--- config.mk ---
export PLATFORM = sky130hd
export DESIGN_NAME = pipe_alu
export DESIGN_NICKNAME = d
export VERILOG_FILES = /design/src/rtl/pipe_alu.sv
export SDC_FILE = /design/constraint.sdc
export NUM_CORES = 1
export LEC_CHECK = 0
export CORE_AREA = 2 2 135 170
export DETAILED_ROUTE_END_ITERATION = 10
export DIE_AREA = 0 0 137 172
export PLACE_DENSITY_LB_ADDON = 0.15
export SYNTH_ARGS = -nofsm -noshare
export SYNTH_HDL_FRONTEND = slang
export SYNTH_SLANG_ARGS = --single-unit
--- constraint.sdc ---
create_clock -name clk -period 6.5 [get_ports clk]
set_input_delay 1.3 -clock clk [delete_from_list [all_inputs] [get_ports clk]]
set_output_delay 1.3 -clock clk [all_outputs]
set_load 0.05 [all_outputs]
--- src/rtl/pipe_alu.sv ---
// pipe_alu - handshaked execute-stage ALU for the pipelined MIPS core.
//
// Logic ops, ADD/SUB and SLT finish in one cycle. MUL is an iterative
// shift-add that takes WIDTH cycles. Results are held in an output register,
// together with their zero and overflow flags, until the consumer accepts them.
//
// Ports:
//   clk        rising-edge clock
//   reset_n    asynchronous, active-low reset
//   in_valid   operand/opcode presented by the producer
//   in_ready   block can accept an operation this cycle
//   a, b       operands (WIDTH bits)
//   f          function code (3 bits)
//   out_valid  result register holds an unconsumed result
//   out_ready  consumer accepts the result this cycle
//   y          result (WIDTH bits)
//   zero       y == 0
//   ovf        signed overflow of ADD/SUB, 0 for all other ops
module pipe_alu #(
  parameter int WIDTH = 32
) (
  input  logic             clk,
  input  logic             reset_n,
  input  logic             in_valid,
  output logic             in_ready,
  input  logic [WIDTH-1:0] a,
  input  logic [WIDTH-1:0] b,
  input  logic [2:0]       f,
  output logic             out_valid,
  input  logic             out_ready,
  output logic [WIDTH-1:0] y,
  output logic             zero,
  output logic             ovf
);

  localparam int CW = $clog2(WIDTH);

  typedef enum logic {
    IDLE,
    MUL
  } state_t;

  state_t           state;
  logic [WIDTH-1:0] mcand;
  logic [WIDTH-1:0] mplier;
  logic [WIDTH-1:0] acc;
  logic [CW-1:0]    cnt;

  logic [WIDTH-1:0] bb;
  logic [WIDTH-1:0] sum;
  logic [WIDTH-1:0] res;
  logic [WIDTH-1:0] acc_next;
  logic             v;
  logic             lt;
  logic             is_mul;
  logic             accept;

  // A new op can be taken only in IDLE and only if the output register is
  // empty or being drained this cycle. Deliberately independent of in_valid.
  assign in_ready = (state == IDLE) && (!out_valid || out_ready);
  assign is_mul   = (f == 3'b011);
  assign accept   = in_valid && in_ready;

  // Single-cycle datapath. f[2] turns the adder into a subtractor by
  // inverting b and injecting a carry. SLT uses sign ^ overflow so the
  // compare stays correct when the subtraction overflows.
  always_comb begin
    bb       = f[2] ? ~b : b;
    sum      = a + bb + {{(WIDTH-1){1'b0}}, f[2]};
    v        = (a[WIDTH-1] == bb[WIDTH-1]) && (sum[WIDTH-1] != a[WIDTH-1]);
    lt       = sum[WIDTH-1] ^ v;
    acc_next = acc + (mplier[0] ? mcand : '0);
    res      = '0;
    case (f)
      3'b000:  res = a & b;
      3'b001:  res = a | b;
      3'b010:  res = sum;
      3'b100:  res = a & ~b;
      3'b101:  res = a | ~b;
      3'b110:  res = sum;
      3'b111:  res = {{(WIDTH-1){1'b0}}, lt};
      default: res = '0;
    endcase
  end

  // Control FSM and output register. In IDLE a drain and a load may happen in
  // the same cycle, in which case the load wins and out_valid stays high.
  // A MUL can only be accepted when the output register is free (or draining),
  // so the MUL state never has to wait for the consumer; on the last iteration
  // the final partial sum goes straight into the result register.
  always_ff @(posedge clk or negedge reset_n) begin
    if (!reset_n) begin
      state     <= IDLE;
      out_valid <= 1'b0;
      y         <= '0;
      zero      <= 1'b0;
      ovf       <= 1'b0;
      mcand     <= '0;
      mplier    <= '0;
      acc       <= '0;
      cnt       <= '0;
    end else begin
      case (state)
        IDLE: begin
          if (out_valid && out_ready) begin
            out_valid <= 1'b0;
          end
          if (accept) begin
            if (is_mul) begin
              mcand  <= a;
              mplier <= b;
              acc    <= '0;
              cnt    <= CW'(WIDTH-1);
              state  <= MUL;
            end else begin
              y         <= res;
              zero      <= (res == '0);
              ovf       <= (f[1:0] == 2'b10) && v;
              out_valid <= 1'b1;
            end
          end
        end
        MUL: begin
          acc <= acc_next;
          if (cnt == '0) begin
            y         <= acc_next;
            zero      <= (acc_next == '0);
            ovf       <= 1'b0;
            out_valid <= 1'b1;
            state     <= IDLE;
          end else begin
            mcand  <= mcand << 1;
            mplier <= mplier >> 1;
            cnt    <= cnt - CW'(1);
          end
        end
        default: state <= IDLE;
      endcase
    end
  end

endmodule

# == Word level (Yosys, flattened, before mapping) ==
# Cells that the tools add are included.
# Widths: inputs -> output; s select.
# word_totals
register_bits,137
inputBits,71
out_inout_bits,36
wordCells,89
# classes
n_addsub,4
n_eq_ne,15
muxes,39
bitwise,7
n_reduce_logical,15
# ops
op,count
$mux 32,13
$pmux 32 s2,4
$pmux 32 s6,1
$add 32x32->32,2
$and 32x32->32,2
$logic_not 32->1,2
$or 32x32->32,2
$add 32x1->32,1
$not 32->32,1
$mux 5,3
$mux 1,13
$eq 3x3->1 const B,4
$pmux 5 s2,1
$ne 2x2->1 const B,4
$pmux 1 s2,4
$eq 3x2->1 const B,2
$reduce_and 3->1,2
$logic_and 1x1->1,5
$logic_not 5->1,1
$sub 5x1->5 const B,1
$eq 3x1->1 const B,1
$logic_not 3->1,1
$eq 2x2->1 const B,1
$ne 2x1->1 const B,1
other kinds (8),8

# == Logic depth before layout (Yosys ltp) ==
# logic_depth
depth_word,12
ltp_mapped,18
mapped_depth_nobuf,14

# == Worst setup path after synthesis ==
# Ideal clock, no wire load.
# synth_path
path_kind,input-to-reg
startpoint,input f[2]
endpoint,register zero
setup_time_ns,0.080
arrival_time_ns,4.720
t_required_ns,6.420
slack_ns,1.700
stages,18
path_buffers,5
cell_sequence,buf_2 buf_2 buf_2 buf_2 xor2_1 ha_1 clkbuf_1 a21oi_1 o21ai_0 a311oi_1 o21ai_0 nor2_1 nor4_1 nor3_1 o2111ai_1 nor4_1 nand4_1 o211ai_2
# synth_between
elab_chain_len,11
elab_cells_between_ends,23
cone_classes,2 x add/sub; 10 x eq/ne; 5 x mux; 1 x bitwise; 5 x reduce/logical
# synth_rtl
item,line,rtl
start: declaration,28,"input logic [2:0] f,"
$mux 32,68,bb = f[2] ? ~b : b;
$add 32x32->32,69,"sum = a + bb + {{(WIDTH-1){1'b0}}, f[2]};"
$add 32x1->32,69,
$ne 1x1->1,70,v = (a[WIDTH-1] == bb[WIDTH-1]) && (sum[WIDTH-1] != a[WIDTH-1]);
$logic_and 1x1->1,70,
$xor 1x1->1,71,lt = sum[WIDTH-1] ^ v;
$pmux 32 s6,74,case (f)
$logic_not 32->1,117,zero <= (res == '0);
$mux 1,109,if (is_mul) begin
$mux 1,108,if (accept) begin
$pmux 1 s2,103,case (state)
end signal: assignment,117,
end signal: assignment,127,zero <= (acc_next == '0);
end: declaration,32,"output logic zero,"
# Several ways; a longest one is shown, not always the timed one. The select of a mux whose other input is x is not followed.
# A chain may end at the register's enable or synchronous reset.

# == Worst setup path after layout ==
# Same ends and word-level chain as after synthesis.

==> reports/qor.yml <==
clock_network:
  postCtsSetupBuffers: 0
  cts_sinks: 137
  cts_tree: "yes"
  clockBufferDepth: 2
  path_clk_slew_ns: 0.06
  hold_buffers: 0
  post_cts_resized: 0
  insertion_delay_ns: 0.42
  cts_buffers: 17
  htree_num_levels: 4
  cts_root_buf: "clkbuf_16"
setup_path:
  start_kind: "primary input"
  cp_max_fo: 24
  path_class: "in2reg"
  reg2reg_slack_ns: 1.98
  cp.required_ns: 6.84
  cp.arrival_ns: 5.40
  end_kind: "flop"
floorplan:
  dieWidth_um: 137
  fp.dieH_um: 172
  io_pins: 107
  dieArea_sq_um: 23560
  fp.coreArea_sq_um: 21980
  start_util_pct: 49.52
  rows: 61
global_route:
  grt_usage_pct: 28.73
  top_usage_layer: "met2"
  grt.met1_usage_pct: 40.59
  grt_pass1_wl_um: 52380
  grt_max_degree: 127
  grt_overflow: 0
  use_met2_pct: 45.43
  antenna_found_initial: 0
  grt_pass1_vias: 9502
  grt_use_met3_pct: 3.459
synthesis:
  synth_warnings: 0
  avgSynthCellArea_sq_um: 8.464
  yosysUniqueCellTypes: 85
  synth_edf_count: 0
  yosysMostFrequentCell: "nand2_1"
  synthTopCellsByCount: "188 x nand2_1, 137 x dfrtp_1, 135 x o21ai_0, 79 x a21oi_1, 77 x mux2i_1"
  netlist.area_leader.share_pct: 31.50
  synth-seq-area-share_pct: 31.50
  syn_inst: 1286
  netlist_area_sq_um: 10880
  synth.area.top_cells: "dfrtp_1 31%, ha_1 7.4%, mux2i_1 7.1%, nand2_1 6.5%, o21ai_0 6.2%"
  syn-num-nets: 1423
  synthArstFlopShare_pct: 100.0
  synth_top_area_cell: "dfrtp_1"
  synthFlopType: "dfrtp_1"
  ys_ff_latch: 137
timing:
  fmax_ghz: 0.1974
  fin_worst_skew_ns: 0.01027
  setup-tns-final_ns: 0
  worst_slew_pin_slew_ns: 1.047
  period_share_pct: 77.93
  finalMaxSlewViolations: 0
  setup_viol: 0
  rsz0062_at_grt: "false"
  hold_ws_ns: 0.4791
  slew_headroom_pct: 30.17
  timing.final.crit_period_ns: 5.065
  hold_violations: 0
  setup_ws_ns: 1.435
detailed_routing:
  ant_nets: 0
  vias: 9828
  drtPass1Iterations: 7
  route.detailed.drc: 0
  wl_per_cell_um: 19.71
  routed_via_density: 5.971
  totalWireLength_um: 32440
  drt_iter0_markers: 708
power:
  p_comb_share_pct: 56.4
  switching_share_pct: 47.26
  ir_drop_v: 0.0002613
  power_frac_seq_pct: 26.9
  p_leak_uw: 0.005554
  p_int_uw: 3174
  power_uw: 6019
  p_switching_uw: 2845
  p_per_area_nw_per_um2: 474.8
  clockPowerShare_pct: 16.6
min_path:
  hold_path.class: "reg2reg"
placement:
  globalplace.congestion: 0.9381
  io_buffers: 106
  dp_hpwl_um: 24710
  dp_slack_ns: 1.083
cells_and_area:
  area_growth_pct: 16.47
  nets: 1487
  layout-drive-gt1-share_pct: 6.241
outcome:
  status: "complete, no violations"
run:
  max-cap-violations: 0
-- logic make-up (layout without fill, tap and decap cells) --
logic type               Yosys count  count (layout)  synth area share [%]
AO/OA/AOI/OAI                    387             387                 22.73
XOR/XNOR                          88              88                 7.081
adder cells (fa/ha/maj)           90              90                 9.932
buffers and inverters             96             172                 3.782
flip-flops                       137             137                 31.50
multiplexers                      79              79                 7.288
other                              0               1                     0
AND/OR/NAND/NOR                  409             409                 17.69
-- through the flow --
step,instances,utilization (%),cell area [sq um]
floorplan,1286,-,10880
global placement,1614,54.95,12080
detailed placement,1614,54.95,12080
CTS,1645,57.66,12670
global route,1645,57.66,12670
finish,1646,57.67,12680
-- critical path, cell delays in order --
cell      delay, ns
buf_2          0.32
buf_4          0.44
xor2_1         0.16
ha_1           0.42
nand2_1        0.07
o21ai_0        0.33
a311oi_1       0.15
o21ai_0        0.32
nor2_1         0.17
o21ai_1        0.45
o21ai_0        0.39
nand4b_1       0.28
nor4_1         0.27
nand4_1        0.14
o211ai_2       0.15
-- power by group through the flow --
stage	Sequential, uW	Combinational (uW)	Clock (uW)
6_report	1620	3400	1000
5_1_grt	1680	3720	1050
4_1_cts	1620	3380	1020
3_5_place_dp	1630	3370	0
3_3_place_gp	1620	3340	0
2_1_floorplan	1820	2220	0
-- flip-flops by register name, summed over array words and instances (netlist names) --
name       cells
y             32
mcand         32
zero           1
mplier        32
state          1
cnt            5
acc           32
ovf            1
out_valid      1
-- layer usage --
| metal | share of wire, % | up-vias |
|---|---|---|
| met5 | 0 | - |
| met3 | 5.6 | 56 |
| li1 | - | 4774 |
| met2 | 46 | 331 |
| met1 | 45 | 4667 |
| met4 | 2.8 | 0 |
-- cell usage in the layout, fill, tap and decap left out, types with 8 or more instances in the layout --
| cell type | count |
|---|---|
| a22o_1 | 11 |
| o21bai_1 | 11 |
| nand2_1 | 188 |
| xor2_1 | 43 |
| a21o_1 | 21 |
| nor2_1 | 69 |
| a31oi_1 | 16 |
| buf_4 | 14 |
| nor3_1 | 16 |
| a21oi_1 | 79 |
| nand3_1 | 23 |
| and2_1 | 38 |
| maj3_1 | 24 |
| nand4_1 | 12 |
| o21a_1 | 18 |
| clkdlybuf4s50_1 | 104 |
| clkbuf_16 | 17 |
| ha_1 | 64 |
| mux2i_1 | 77 |
| nand2b_1 | 8 |
| xnor2_1 | 45 |
| dfrtp_1 | 136 |
| inv_1 | 19 |
| o211ai_1 | 17 |
| or2_2 | 9 |
| a22oi_1 | 9 |
| o21ai_0 | 135 |
| a211oi_1 | 14 |
-- path summary, 6_finish.rpt --
check,from,end,cells past startpoint
min in group asynchronous,reset_n,acc[3],1
min reg2reg,mplier[23],mplier[23],2
max in group asynchronous,reset_n,state,2
min,mplier[23],mplier[23],2
max,f[2],zero,15
max reg2reg,mplier[0],zero,13
-- layout make-up --
class	count	area, sq um
repair buffers	120	1162
fillers	2022	9304
diodes	1	2.502
flip-flops and latches	137	3432
clock buffers	21	450.4
well taps	283	354.1
clock inverters	10	145.1
multi-input cells	1053	7052
inverters	21	78.83
No activity file was read; power rests on OpenSTA's default activity.
